--- config.mk ---
export PLATFORM = sky130hd
export DESIGN_NAME = instr_prefetch_buffer
export DESIGN_NICKNAME = d
export VERILOG_FILES = /design/src/rtl/instr_prefetch_pkg.sv /design/src/rtl/instr_fetch_fifo.sv /design/src/rtl/instr_prefetch_buffer.sv
export SDC_FILE = /design/constraint.sdc
export NUM_CORES = 1
export LEC_CHECK = 0
export ABC_AREA = 1
export BUFFER_PORTS_ARGS = -buffer_cell sky130_fd_sc_hd__buf_4
export CAP_MARGIN = 25
export CELL_PAD_IN_SITES_DETAIL_PLACEMENT = 1
export CELL_PAD_IN_SITES_GLOBAL_PLACEMENT = 1
export CORE_AREA = 3 3 241 148
export CTS_CLUSTER_DIAMETER = 200
export DETAILED_ROUTE_END_ITERATION = 10
export DIE_AREA = 0 0 244 151
export PLACE_DENSITY = 0.79
export RECOVER_POWER = 100
export SYNTH_ARGS = -nofsm -noshare
export SYNTH_HDL_FRONTEND = slang
export SYNTH_SLANG_ARGS = --single-unit
export TNS_END_PERCENT = 1
--- constraint.sdc ---
create_clock -name clk -period 3.7 [get_ports clk]
set_clock_uncertainty 0.1 [all_clocks]
set_input_delay 0.185 -clock clk [delete_from_list [all_inputs] [get_ports clk]]
set_output_delay 0.185 -clock clk [all_outputs]
set_load 0.005 [all_outputs]
--- src/rtl/instr_prefetch_pkg.sv ---
// Shared types and constants for the instruction prefetch buffer and its FIFO.
package instr_prefetch_pkg;

  localparam int INSTR_WIDTH  = 32;
  localparam int FETCH_STRIDE = 4;

  typedef enum logic [1:0] {
    IDLE    = 2'd0,
    BUSY    = 2'd1,
    DISCARD = 2'd2
  } fetch_state_e;

  typedef struct packed {
    logic [INSTR_WIDTH-1:0] rdata;
    logic [INSTR_WIDTH-1:0] addr;
  } fifo_entry_t;

endpackage

--- src/rtl/instr_fetch_fifo.sv ---
// In-order instruction FIFO; head is registered (no fall-through), flush clears all entries.
module instr_fetch_fifo
  import instr_prefetch_pkg::*;
#(
  parameter int DEPTH = 4
) (
  input  logic                         clk,
  input  logic                         rst_n,
  input  logic                         i_push,
  input  logic                         i_pop,
  input  logic                         i_flush,
  input  fifo_entry_t                  i_entry,
  output fifo_entry_t                  o_entry,
  output logic                         o_valid,
  output logic [$clog2(DEPTH+1)-1:0]   o_count
);

  localparam int PW = $clog2(DEPTH);
  localparam int CW = $clog2(DEPTH+1);

  fifo_entry_t      r_mem [DEPTH];
  logic [PW-1:0]    r_wr_ptr;
  logic [PW-1:0]    r_rd_ptr;
  logic [CW-1:0]    r_count;
  logic             w_push;
  logic             w_pop;

  assign w_pop  = i_pop && (r_count != '0) && !i_flush;
  // A push into a full FIFO is only legal when the head leaves in the same cycle.
  assign w_push = i_push && !i_flush && ((r_count != CW'(DEPTH)) || w_pop);

  always_ff @(posedge clk or negedge rst_n) begin
    if (!rst_n) begin
      r_wr_ptr <= '0;
      r_rd_ptr <= '0;
      r_count  <= '0;
    end else if (i_flush) begin
      r_wr_ptr <= '0;
      r_rd_ptr <= '0;
      r_count  <= '0;
    end else begin
      if (w_push) r_wr_ptr <= r_wr_ptr + 1'b1;
      if (w_pop)  r_rd_ptr <= r_rd_ptr + 1'b1;
      case ({w_push, w_pop})
        2'b10:   r_count <= r_count + 1'b1;
        2'b01:   r_count <= r_count - 1'b1;
        default: r_count <= r_count;
      endcase
    end
  end

  always_ff @(posedge clk) begin
    if (w_push) r_mem[r_wr_ptr] <= i_entry;
  end

  assign o_valid = (r_count != '0);
  assign o_entry = o_valid ? r_mem[r_rd_ptr] : '0;
  assign o_count = r_count;

endmodule

--- src/rtl/instr_prefetch_buffer.sv ---
// Sequential instruction prefetcher: one request in flight, results buffered in a FIFO, branch redirect.
module instr_prefetch_buffer
  import instr_prefetch_pkg::*;
#(
  parameter int          DEPTH      = 4,
  parameter logic [31:0] RESET_ADDR = 32'h0000_0000
) (
  input  logic                   clk,
  input  logic                   rst_n,
  input  logic                   fetch_enable_i,
  input  logic                   branch_i,
  input  logic [INSTR_WIDTH-1:0] branch_addr_i,
  output logic                   valid_o,
  output logic [INSTR_WIDTH-1:0] rdata_o,
  output logic [INSTR_WIDTH-1:0] addr_o,
  input  logic                   ready_i,
  output logic                   req_o,
  output logic [INSTR_WIDTH-1:0] fetch_addr_o,
  input  logic                   ack_i,
  input  logic [INSTR_WIDTH-1:0] rdata_i,
  output logic                   stall_if_o,
  output logic                   drop_request_o
);

  localparam int CW = $clog2(DEPTH+1);

  fetch_state_e           r_state;
  fetch_state_e           w_state_nxt;
  logic [INSTR_WIDTH-1:0] r_next_addr;
  logic [INSTR_WIDTH-1:0] r_pend_addr;
  logic [CW-1:0]          w_count;
  logic [CW:0]            w_occ;
  logic                   w_fifo_valid;
  logic                   w_resp_acc;
  logic                   w_pop;
  logic                   w_push;
  logic                   w_req;
  logic                   w_stall;
  logic                   w_unused_addr_lsbs;
  fifo_entry_t            w_push_entry;
  fifo_entry_t            w_head;

  assign w_unused_addr_lsbs = ^branch_addr_i[1:0];

  assign w_stall    = (w_count == CW'(DEPTH)) && (r_state == BUSY);
  assign w_resp_acc = ack_i && !w_stall;
  assign w_pop      = w_fifo_valid && ready_i && !branch_i;
  // Occupancy after this cycle, counting the in-flight word as already buffered.
  assign w_occ      = {1'b0, w_count}
                    + {{CW{1'b0}}, (r_state != IDLE)}
                    - {{CW{1'b0}}, w_pop};

  always_comb begin
    w_state_nxt = r_state;
    w_req       = 1'b0;
    w_push      = 1'b0;
    // rst_n in the term keeps req_o low for the whole reset window.
    if (rst_n && fetch_enable_i && !branch_i && (w_occ < (CW+1)'(DEPTH))
        && ((r_state == IDLE) || ((r_state == BUSY) && w_resp_acc)))
      w_req = 1'b1;
    case (r_state)
      IDLE: begin
        if (w_req) w_state_nxt = BUSY;
      end
      BUSY: begin
        if (branch_i) begin
          w_state_nxt = w_resp_acc ? IDLE : DISCARD;
        end else if (w_resp_acc) begin
          w_push      = 1'b1;
          w_state_nxt = w_req ? BUSY : IDLE;
        end
      end
      DISCARD: begin
        if (w_resp_acc) w_state_nxt = IDLE;
      end
      default: w_state_nxt = IDLE;
    endcase
  end

  always_ff @(posedge clk or negedge rst_n) begin
    if (!rst_n) begin
      r_state     <= IDLE;
      r_next_addr <= RESET_ADDR;
      r_pend_addr <= '0;
    end else begin
      r_state <= w_state_nxt;
      if (branch_i) begin
        r_next_addr <= {branch_addr_i[INSTR_WIDTH-1:2], 2'b00};
      end else if (w_req) begin
        r_pend_addr <= r_next_addr;
        r_next_addr <= r_next_addr + INSTR_WIDTH'(FETCH_STRIDE);
      end
    end
  end

  assign w_push_entry = '{rdata: rdata_i, addr: r_pend_addr};

  instr_fetch_fifo #(
    .DEPTH (DEPTH)
  ) u_fifo (
    .clk     (clk),
    .rst_n   (rst_n),
    .i_push  (w_push),
    .i_pop   (w_pop),
    .i_flush (branch_i),
    .i_entry (w_push_entry),
    .o_entry (w_head),
    .o_valid (w_fifo_valid),
    .o_count (w_count)
  );

  assign valid_o        = w_fifo_valid && !branch_i;
  assign rdata_o        = w_head.rdata;
  assign addr_o         = w_head.addr;
  assign req_o          = w_req;
  assign fetch_addr_o   = r_next_addr;
  assign stall_if_o     = w_stall;
  assign drop_request_o = branch_i;

  a_no_stall: assert property (@(posedge clk) disable iff (!rst_n) !w_stall);

endmodule

==> results by stage, run 1 <==
Global route:
- The total overflow reported by the global router is 0.
- The largest net degree at the start of global routing is 116.
- The number of global-route vias before repair came to 11120.
- The number of antenna violations at the first check in global routing is 0.
- The wire length of the first global-routing pass is 62100 um.
- Global routing consumed, over all layers together, 21.4% of the routing resources.

Floorplan:
- The horizontal die dimension is approximately 240 um.
- The starting density of the core is 40.9%.
- The area of the core region is ~0.034 mm^2.
- The die covers 0.0368 mm^2.
- The number of placement rows is 52.
- The count of boundary I/O pins is 170.
- The vertical extent of the die is between 150 and 200 um.

Clock tree:
- The number of buffers inserted during clock tree synthesis is 31.
- The number of H-tree branching levels is 1.
- The total of cells resized after clock tree synthesis is 0.
- The clock transition time at the flip-flop clock pins of the worst setup and hold paths is 0.06 ns.
- No sink is reached through more buffers than the 3 on the longest clock path.
- The clock latency on the worst-skew pair is about 0.56 ns.
- TritonCTS built the clock tree.
- Clock tree synthesis found a total of 317 sinks.
- The cell chosen for the clock root is clkbuf_16.
- In this run, post-CTS hold repair placed 68 buffers.
- The number of buffers inserted by post-CTS setup repair is 0.

Place:
- In this run the tool buffered the top-level ports with 163 buffer cells.
- Detailed placement ended at an HPWL of 24500 um.
- The total placed cells including tap cells is 1936.
- The global placer's final weighted congestion is 0.874.

Synth:
- The sequential fraction of the synthesis area is 66.8%.
- The gate count after technology mapping is ~1400.
- Yosys printed 0 warnings.
- The mean instance size in the synthesized netlist is 10.1 um^2.
- The number of different library cells used by synthesis comes to 25.
- The cell area that synthesis handed to floorplanning was 0.0137 mm^2.
- After synthesis the netlist holds a flip-flop and latch count of 317.

Worst setup path:
- Of all nets on the critical path, the largest fanout is between 50 and 60.
- The cell with the largest stage delay on the worst path is dfrtp_2.
- The largest stage delay on the critical path is around 0.87 ns.
- The arrival time of the worst setup path is around 3.2 ns.
- STA puts the critical path data required time at 3.41 ns.
- The setup path with the least slack is of type reg2out.
- The element type at the critical path start is a flop.
- On the critical path the largest part of the delay comes from buffers and inverters.
- The combined buffer and inverter count along the critical path is 2.
- The endpoint kind of the worst setup timing path is an output port.
- Walking the worst path, the cells encountered are buf_4 -> nor2_1 -> nor2_1 -> o21ai_0 -> a21oi_1 -> clkbuf_4.
- The most common cell type on the critical path is nor2_1.

Pwr:
- Combinational logic burns between 30% and 40% of the power.
- The worst-case vdd ir drop is around 0.00038 V.
- The switching power total is slightly below 0.004 W.
- The sequential share of power is 43.1%.
- The analysis attributes to cell leakage a power of 6.56 nW.
- The power per standard cell area is between 600 and 700 mW/mm^2.
- Net switching is 35.2% of the power.
- The cell internal power dissipation is 0.00729 W.
- The share of total power dissipated in the clock network is 26.3%.

Finish:
- The antenna diode count is 0.
- For this run, the share of the core covered by cells in the final layout is 50.1%.
- The fraction of layout instances using a drive strength above 1 is 12.3%.
- The final standard cell count with taps included and fillers excluded is roughly 2100.
- Relative to the synthesized area, the layout overhead comes to 22.4%.
- The number of nets at the end of the flow is 1657.

STA:
- The total count of max-transition violations in the final report is 0.
- After routing, the total negative slack on setup checks comes to 0 ns.
- The worst path uses 93.5% of the clock period.
- Setup repair after global routing left no endpoint under its margin.
- Headroom to the max-slew limit came out at 9.19%.
- Final hold analysis gives a worst-case slack of roughly 0.022 ns.
- For the pin with the worst max-slew slack, the measured transition is about 1.4 ns.
- Setup violations remaining at the end of the flow were counted as 0.
- The count of final hold-check violations is 0.
- After layout, the minimum clock period comes to 3.46 ns.
- The maximum frequency from static timing analysis is roughly 290 MHz.

Route:
- The count of nets left with antenna violations once routing finished came out at 0.
- In the routed design, unresolved DRC markers number 0.
- The ratio of routed vias to standard cells is 5.15.
- The average wire per standard cell is 19.3 um.
- The detailed router finished its first iteration with 652 violations.
- The total routed wirelength is roughly 40000 um.
- The via count of the routed design is 10606.
- The number of optimization iterations in the first detailed-route pass is 5.

Run status:
- The run finished with clean final reports.

Flow run:
- Across the run, the number of max-cap violations was 0.

Worst hold path:
- The tightest min-delay check is of the in2async type.
[sequential cells by signal, indices dropped and copies added, names as in the netlist]
register	count
fetch_addr_o	30
r_state	2
r_pend_addr	30
u_fifo.o_count	3
u_fifo.r_rd_ptr	2
u_fifo.r_mem	248
u_fifo.r_wr_ptr	2
[final timing paths]
| path | startpoint | endpoint | slack (ns) | cells after the start |
|---|---|---|---|---|
| worst max-delay path | u_fifo.r_rd_ptr[0] | addr_o[10] | 0.24 | 6 |
| worst min-delay path | rst_n | r_pend_addr[24] | 0.02 | 2 |
| worst max register to register | r_state[1] | u_fifo.r_mem[3][48] | 0.34 | 5 |
| worst min register to register | r_pend_addr[24] | u_fifo.r_mem[3][24] | 0.43 | 0 |
| max in group asynchronous | rst_n | u_fifo.r_rd_ptr[1] | 2.48 | 3 |
| min in group clk | fetch_enable_i | r_pend_addr[8] | 0.19 | 7 |
[cell usage after synthesis]
| cell type | count | area share (%) |
|---|---|---|
| edfxtp_1 | 248 | 54 |
| nor2_2 | 3 | 0.14 |
| buf_2 | 16 | 0.58 |
| xnor2_1 | 2 | 0.13 |
| inv_2 | 8 | 0.22 |
| nand2_1 | 291 | 8.0 |
| clkbuf_1 | 36 | 0.98 |
| conb_1 | 1 | 0.027 |
| a21oi_1 | 64 | 2.3 |
| nand3_1 | 59 | 2.1 |
| buf_1 | 11 | 0.30 |
| nand4_1 | 5 | 0.23 |
| inv_1 | 49 | 1.3 |
| nor3_2 | 1 | 0.073 |
| nand3_2 | 2 | 0.15 |
| fa_1 | 1 | 0.15 |
| buf_4 | 12 | 0.66 |
| dfrtp_1 | 69 | 13 |
| nor3_4 | 1 | 0.12 |
| ha_1 | 8 | 0.73 |
| o21ai_0 | 135 | 4.9 |
| a31oi_1 | 1 | 0.046 |
| xor2_1 | 10 | 0.64 |
| o21ai_1 | 32 | 1.2 |
| nor2_1 | 301 | 8.2 |
[worst reg2reg max path: cells and delay by family, from the launching register on]
family                 cells  cell delay, ns
buffers and inverters      2            0.96
flip-flops                 1            0.41
AND/OR/NAND/NOR            3            1.54
[final cells by class]
class,instances,area [um^2]
clock buffer,46,882
clock inverter,8,43.8
fill,3772,16800
inverter,57,215
multi-input combinational,920,4030
sequential,317,9180
tap,459,574
timing repair buffer,251,1890
[metrics by stage]
step / power (W) / instance area [um^2] / worst slack [ns]
finish: 0.0113 / 16800 / 0.239
global route: 0.0120 / 16800 / 0.0416
CTS: 0.0116 / 17100 / 0.340
detailed placement: 0.00852 / 15500 / 0.772
global placement: 0.00838 / 15500 / 0.877
floorplan: 0.00664 / 13800 / -0.399
[power by group through the flow]
stage                     Clock (W)  Sequential (W)  Combinational (W)
final                       0.00295         0.00485            0.00345
after global routing        0.00316         0.00492            0.00387
after CTS                   0.00302         0.00486            0.00369
after detailed placement          0         0.00493            0.00359
after global placement            0         0.00490            0.00348
after floorplan                   0         0.00469            0.00195
[logic make-up after synthesis]
| group | after synthesis | synth area share [%] |
|---|---|---|
| adders and majority gates | 9 | 0.874 |
| xor gates and xnor gates | 12 | 0.765 |
| and+or+nand+nor | 663 | 19.0 |
| DFF | 317 | 66.8 |
| AOI/OAI and AO/OA | 232 | 8.46 |
| other | 1 | 0.0273 |
| buffers and inverters | 132 | 4.08 |
[placed cells by master, fill, tap and decap left out, drive strengths merged]
| cell | count |
|---|---|
| clkinvlp | 1 |
| clkinv | 8 |
| inv | 56 |
| nor3 | 2 |
| a31oi | 1 |
| clkbuf | 178 |
| ha | 8 |
| o21ai | 167 |
| xnor2 | 2 |
| edfxtp | 248 |
| conb | 4 |
| nand4 | 5 |
| nand3 | 61 |
| nor2 | 304 |
| a21oi | 64 |
| fa | 1 |
| nand2 | 291 |
| xor2 | 10 |
| dlygate4sd3 | 68 |
| buf | 51 |
| dfrtp | 69 |
[layer usage]
metal	share of wire (%)	vias up	track usage [%]
met2	48	216	36.5
met4	1.5	0	3.65
met5	0	-	0
met3	4.2	49	2.90
li1	-	4995	-
met1	46	5346	29.9
Note: power is estimated with default switching activity, not from simulation.
==> run 2, diff against run 1 <==
--- a/config.mk
+++ b/config.mk
@@ -14,7 +14,7 @@
 export CTS_CLUSTER_DIAMETER = 200
 export DETAILED_ROUTE_END_ITERATION = 10
 export DIE_AREA = 0 0 244 151
-export PLACE_DENSITY = 0.79
+export PLACE_DENSITY_LB_ADDON = 0.1
 export RECOVER_POWER = 100
 export SYNTH_ARGS = -nofsm -noshare
 export SYNTH_HDL_FRONTEND = slang
==> results by stage, run 2 (synthesis results as in run 1) <==
Worst setup path:
- The required time reported for the critical path endpoint is 3.79 ns.
- In this run the critical register-to-register path is launched from r_state[1].
- The most common cell type on the critical path is nor2_1.
- The worst setup path is captured at a flop.
- The arrival time of the worst setup path is 3.43 ns.
- The maximum fanout encountered on the critical timing path is 38.
- The critical path goes through nor2_1 -> nand4_1 -> nor2_1 -> clkbuf_4.
- The cell with the largest stage delay on the worst path is nor2_1.
- The element type at the critical path start is a flop.
- The largest delay contributor family on the critical path is simple AND/OR/NAND/NOR gates.
- On the worst path, the slowest cell contributes a delay of 0.95 ns.
- The worst setup path category is reg2reg.
- The combined buffer and inverter count along the critical path is 1.
- The most critical setup path has its startpoint at r_state[1].

Clock tree:
- Buffers inserted during clock tree synthesis total 31.
- The number of clock sinks seen by CTS is between 300 and 400.
- The hold buffer count at CTS is 68.
- The total of cells resized after clock tree synthesis is 0.
- The clock tree from TritonCTS is built.
- The number of H-tree branching levels is 1.
- The tree is rooted in a clkbuf_16.
- The number of setup buffers added after CTS is 0.
- The clock transition time at the flip-flop clock pins of the worst setup and hold paths is about 0.070 ns.
- For the worst-skew pair, the clock arrives at the later sink with an insertion delay of 0.56 ns.
- No sink is reached through more buffers than the 3 on the longest clock path.

Pwr:
- The worst-case IR drop observed on VDD is 0.000422 V.
- Sequential cells account for 41.9% of the total power.
- The combinational share of power is 30.1%.
- The share of total power dissipated in the clock network is 28.0%.
- Cell internal power was estimated by the tool at 0.00750 W.
- The switching part of the total power is about a third.
- The power per standard cell area is 679 mW/mm^2.
- In this run the power spent charging and discharging nets is 0.00397 W.
- The static leakage power is 6.60 nW.

STA:
- The actual transition at the worst max-transition pin is about 2 ns.
- After layout, the worst setup slack is 0.360 ns.
- After routing, the total negative slack on setup checks comes to 0 ns.
- Setup repair after global routing left no endpoint under its margin.
- The worst max-slew margin expressed relative to the limit is -32.9%.
- The shortest period the worst path allows is about 3.3 ns.
- The share of the cycle needed by the critical path after routing is about 90%.
- The total count of max-transition violations in the final report is 190.
- On the final layout, the worst hold slack is 0.105 ns.
- Setup violations remaining at the end of the flow were counted as 0.
- The count of final hold-check violations is 0.
- Static timing analysis puts the maximum clock frequency at 299 MHz.

Floorplan:
- The horizontal die dimension is 244 um.
- The number of placement rows is between 50 and 60.
- The total area inside the core boundary comes to ~0.034 mm^2.
- The starting density of the core is about two fifths.
- The die covers 0.0368 mm^2.
- The count of boundary I/O pins is 170.
- The die is around 150 um tall.

Route:
- The count of nets left with antenna violations once routing finished came out at 0.
- The violation count after the first detailed-route iteration is 667.
- Dividing the detail-routed via count by the number of cells gives 5.05.
- The routed layout has 10420 vias.
- The average wire per standard cell is 19.0 um.
- The post-detailed-route DRC marker count is 0.
- The first TritonRoute pass finished after 5 iterations.
- The total routed wirelength is approximately 40000 um.

Global route:
- The number of global-route vias before repair came to approximately 11000.
- The number of antenna violations at the first check in global routing came to 0.
- Entering global routing, the biggest net connects 73 pins.
- The total overflow reported by the global router is 0.
- Across every metal layer, demand over resource in global routing totals 21.4%.
- The wire length of the first global-routing pass is 61400 um.

Place:
- The count of buffers added on input and output ports is approximately 160.
- The global placer's final weighted congestion is 0.825.
- The worst setup slack before clock tree synthesis is between 0.7 and 0.8 ns.
- The post-place instance area is 0.0155 mm^2.
- The placed wire-length estimate is approximately 24000 um.

Finish:
- Leaving out fill and tap cells, the most frequent cell in the layout is nor2_1.
- The number of antenna diodes in the final layout is 0.
- From synthesis to final layout, the design area changed by 23.0%.
- The final cell area excluding filler cells is about 0.017 mm^2.
- In the layout the commonest cells are nor2_1, nand2_1, edfxtp_1.
- The register with the most flip-flops in the layout has 248 of them.
- In the final layout, the share of cells above drive strength 1 is about an eighth.
- The register with the highest flop count is u_fifo.r_mem.
- After the last flow step, the layout net total stands at 1660.
- For this run, the share of the core covered by cells in the final layout is 50.3%.
- The count of fill cells added during filler insertion is around 3800.

Flow run:
- The max-capacitance violation count is 3.

Worst hold path:
- The type of the tightest min-delay check is in2reg.
- The worst min-delay path startpoint is fetch_enable_i.

Run status:
- The flow ran to the end, but the final reports show violations.
- The final reports fail on max-capacitance violations, max-slew violations.
[run 2: path summary, 6_finish.rpt]
check | slack (ns) | cells past startpoint | end
setup reg to reg | 0.36 | 4 | u_fifo.r_mem[2][35]
max in group asynchronous | 0.63 | 5 | u_fifo.r_rd_ptr[0]
setup / recovery | 0.36 | 4 | u_fifo.r_mem[2][35]
min in group asynchronous | 0.62 | 4 | r_state[0]
hold / removal | 0.11 | 7 | r_pend_addr[5]
hold reg to reg | 0.42 | 0 | u_fifo.r_mem[0][22]
[run 2: stage by stage]
step                      power (W)  std cells
after floorplan             0.00664       1369
after global placement      0.00839       1937
after detailed placement    0.00849       1937
after CTS                    0.0118       2062
after global routing         0.0122       2064
final                        0.0115       2064
[run 2: final cells by class]
class / count / area, um^2 / area share [%]
sequential: 317 / 9180 / 54.3
inverter: 57 / 215 / 1.27
multi-input combinational: 920 / 4030 / 23.8
clock inverter: 17 / 169 / 0.999
clock buffer: 40 / 860 / 5.09
timing repair buffer: 254 / 1880 / 11.1
tap: 459 / 574 / 3.40
[run 2: worst register-to-register path, delay by kind of cell (launching register included)]
family / cells / cell delay (ns)
simple gates: 3 / 1.64
buf+inv: 1 / 0.76
flops: 1 / 0.41
[run 2: power by group through the flow]
stage | sequential, W | clock [W] | combinational, W
floorplan | 0.00469 | 0 | 0.00195
global placement | 0.00485 | 0 | 0.00354
detailed placement | 0.00488 | 0 | 0.00362
CTS | 0.00481 | 0.00328 | 0.00370
global route | 0.00486 | 0.00344 | 0.00393
finish | 0.00480 | 0.00322 | 0.00345
[run 2: metal layers]
layer	part of all wire [%]	track usage (%)
met5	0	0
met4	2.2	4.60
met3	3.7	3.10
met2	46	34.7
met1	48	30.8
==> run 3, diff against run 2 <==
--- a/config.mk
+++ b/config.mk
@@ -8,13 +8,11 @@
 export ABC_AREA = 1
 export BUFFER_PORTS_ARGS = -buffer_cell sky130_fd_sc_hd__buf_4
 export CAP_MARGIN = 25
-export CELL_PAD_IN_SITES_DETAIL_PLACEMENT = 1
-export CELL_PAD_IN_SITES_GLOBAL_PLACEMENT = 1
-export CORE_AREA = 3 3 241 148
+export CORE_AREA = 3 3 219 135
 export CTS_CLUSTER_DIAMETER = 200
 export DETAILED_ROUTE_END_ITERATION = 10
-export DIE_AREA = 0 0 244 151
-export PLACE_DENSITY_LB_ADDON = 0.1
+export DIE_AREA = 0 0 222 138
+export PLACE_DENSITY = 0.72
 export RECOVER_POWER = 100
 export SYNTH_ARGS = -nofsm -noshare
 export SYNTH_HDL_FRONTEND = slang
==> results by stage, run 3 (synthesis results as in run 1) <==
Finish:
- The number of nets at the end of the flow is between 1500 and 2000.
- The number of flip-flops under the largest register name is 248.
- The signed area change from the synthesized netlist to the final layout is 21.6%.
- Leaving out fill and tap cells, the most frequent cell in the layout is nor2_1.
- The final cell utilization of the core is 60.6%.
- In the final layout, the share of cells above drive strength 1 is 12.1%.
- The number of antenna diodes in the final layout is 0.
- The library cells used most frequently in the layout, excluding fill and tap cells, are nor2_1, nand2_1, edfxtp_1.
- The final standard cell count with taps included and fillers excluded is 1965.
- The register with the highest flop count is u_fifo.r_mem.

STA:
- The count of final hold-check violations is 0.
- For the pin with the worst max-slew slack, the measured transition is 2.21 ns.
- Static timing analysis puts the maximum clock frequency at 297 MHz.
- Setup violations remaining at the end of the flow were counted as 0.
- The shortest period the worst path allows is 3.37 ns.
- The final hold slack is 0.0265 ns.
- Dividing the final minimum period by the clock period gives 91.1%.
- The total count of max-transition violations in the final report was 169.
- Setup repair after global routing left no endpoint under its margin.
- Headroom to the max-slew limit came out at -47.5%.

Clock tree:
- The number of setup buffers added after CTS is 0.
- The cell sitting at the root of the clock tree is a clkbuf_16.
- The number of clock sinks seen by CTS is 317.
- TritonCTS built the clock tree.
- The longest clock path from root to sink contains 3 buffers.
- The clock transition time at the flip-flop clock pins of the worst setup and hold paths is ~0.060 ns.
- The number of buffers inserted during clock tree synthesis is 30.
- The number of H-tree branching levels is 1.
- At the later pin of the worst-skew pair, clock insertion delay measures 0.55 ns.

Route:
- The average wire per standard cell is approximately 17 um.
- The ratio of routed vias to standard cells is 5.24.
- The violation count after the first detailed-route iteration is 746.
- The number of optimization iterations in the first detailed-route pass is 5.
- The count of antenna-violating nets left after detailed routing is 0.
- The via count of the routed design is 10295.
- For this block, the routed nets add up to 33600 um of wire.
- For this run, design rule violations remaining after detail routing come to 0.

Global route:
- The number of antenna violations at the first check in global routing is 0.
- The first global-routing pass estimated around 54000 um of wire.
- The total overflow reported by the global router is 0.
- The largest net degree at the start of global routing is 125.
- The number of global-route vias before repair is 9905.
- The global-route usage over all layers is 21.7%.

Worst setup path:
- The endpoint kind of the worst setup timing path is an output port.
- Of all nets on the critical path, the largest fanout is 63.
- STA puts the critical path data arrival time at just over 3 ns.
- The worst setup path is launched from a flop.
- The required time reported for the critical path endpoint is 3.41 ns.
- The critical path launch point is u_fifo.o_count[2].
- The worst register-to-register path begins at u_fifo.o_count[0].
- The critical path is of the reg2out type.

Run status:
- The checks that failed: max-capacitance violations, max-slew violations.
- The flow ran to the end, but the final reports show violations.

Flow run:
- The max-capacitance violation count is 3.

Pwr:
- Summed over all cells, the static leakage comes to 6.55 nW.
- IR analysis of the VDD net gives a maximum drop of 0.000432 V.
- For this design the ratio of total power to cell area is 667 mW/mm^2.

Place:
- Buffers placed on the I/O ports in this run total ~160.
- The total placed cells including tap cells is 1843.
- The HPWL after detailed placement is 20100 um.
- The congestion estimate from routability-driven global placement came to 0.958.

Floorplan:
- The floorplan step defined a die boundary enclosing 0.0306 mm^2.
- The vertical extent of the die is 138 um.
- The count of boundary I/O pins is 170.
- The area of the core region is about 0.028 mm^2.
- The die is 222 um wide.
- The number of placement rows is 47.
- The starting density of the core is 49.8%.

Worst hold path:
- In this run the worst hold path is classified as in2async.
## run 3: cell count changes in the layout (fill, tap and decap cells not counted), moves of 2 or more
cell | before | now
dlygate4sd3_1 | 69 | 66
clkbuf_2 | 9 | 6
buf_4 | 44 | 42
clkinv_4 | 3 | 0
clkbuf_4 | 75 | 81
clkinv_2 | 7 | 3
bufinv_16 | 3 | 1
clkbuf_8 | 5 | 2
buf_1 | 2 | 0
clkinvlp_4 | 1 | 3
clkbuf_1 | 56 | 60
## run 3: area by class of cell
| class | instances | area (um^2) |
|---|---|---|
| well taps | 367 | 459 |
| fillers | 2303 | 10900 |
| inverters | 57 | 214 |
| clock buffers | 45 | 870 |
| multi-input cells | 920 | 4030 |
| flip-flops and latches | 317 | 9180 |
| repair buffers | 248 | 1860 |
| clock inverters | 11 | 90.1 |
## run 3: what timing repair did
action / CTS / global route
hold buffers: 66 / 0
endpoints found under the hold margin: 190 / 0
resized for setup: 0 / 0
## run 3: path summary, 6_finish.rpt
check,endpoint,slack [ns],depth (start not counted)
max,addr_o[18],0.33,4
min,r_pend_addr[23],0.03,2
max reg2reg,u_fifo.r_mem[2][20],0.43,5
min reg2reg,u_fifo.r_mem[3][15],0.41,0
max in group asynchronous,u_fifo.r_rd_ptr[0],0.75,3
min in group clk,r_state[0],0.13,7
## run 3: power breakdown
part,switching (W),internal (W),leakage (nW)
Clock,0.00128,0.00170,0.459
Sequential,0.000434,0.00435,3.13
Combinational,0.00206,0.00132,2.96
## run 3: metal layers
| metal | up-vias | global-route usage, % | routed length (um) |
|---|---|---|---|
| met5 | - | 0 | 0 |
| met4 | 0 | 4.34 | 542 |
| met3 | 45 | 3.96 | 2380 |
| met2 | 349 | 34.2 | 15300 |
| met1 | 4899 | 32.0 | 15300 |
| li1 | 5002 | - | - |
## run 3: metrics by stage
stage	cell area [um^2]	total power (W)	TNS [ns]	setup WS, ns
after floorplan	13800	0.00664	-98.94	-0.399
after CTS	17000	0.0114	0	0.371
after global placement	15400	0.00830	0	0.935
after global routing	16700	0.0119	0	0.0722
final	16700	0.0111	0	0.328
after detailed placement	15400	0.00837	0	0.840
## run 3: worst max-delay path, cell delays in order (launching register included)
cell      delay (ns)
dfrtp_1         0.47
nor3_4          0.21
clkbuf_2        1.26
a21oi_1         0.29
clkbuf_4        0.26
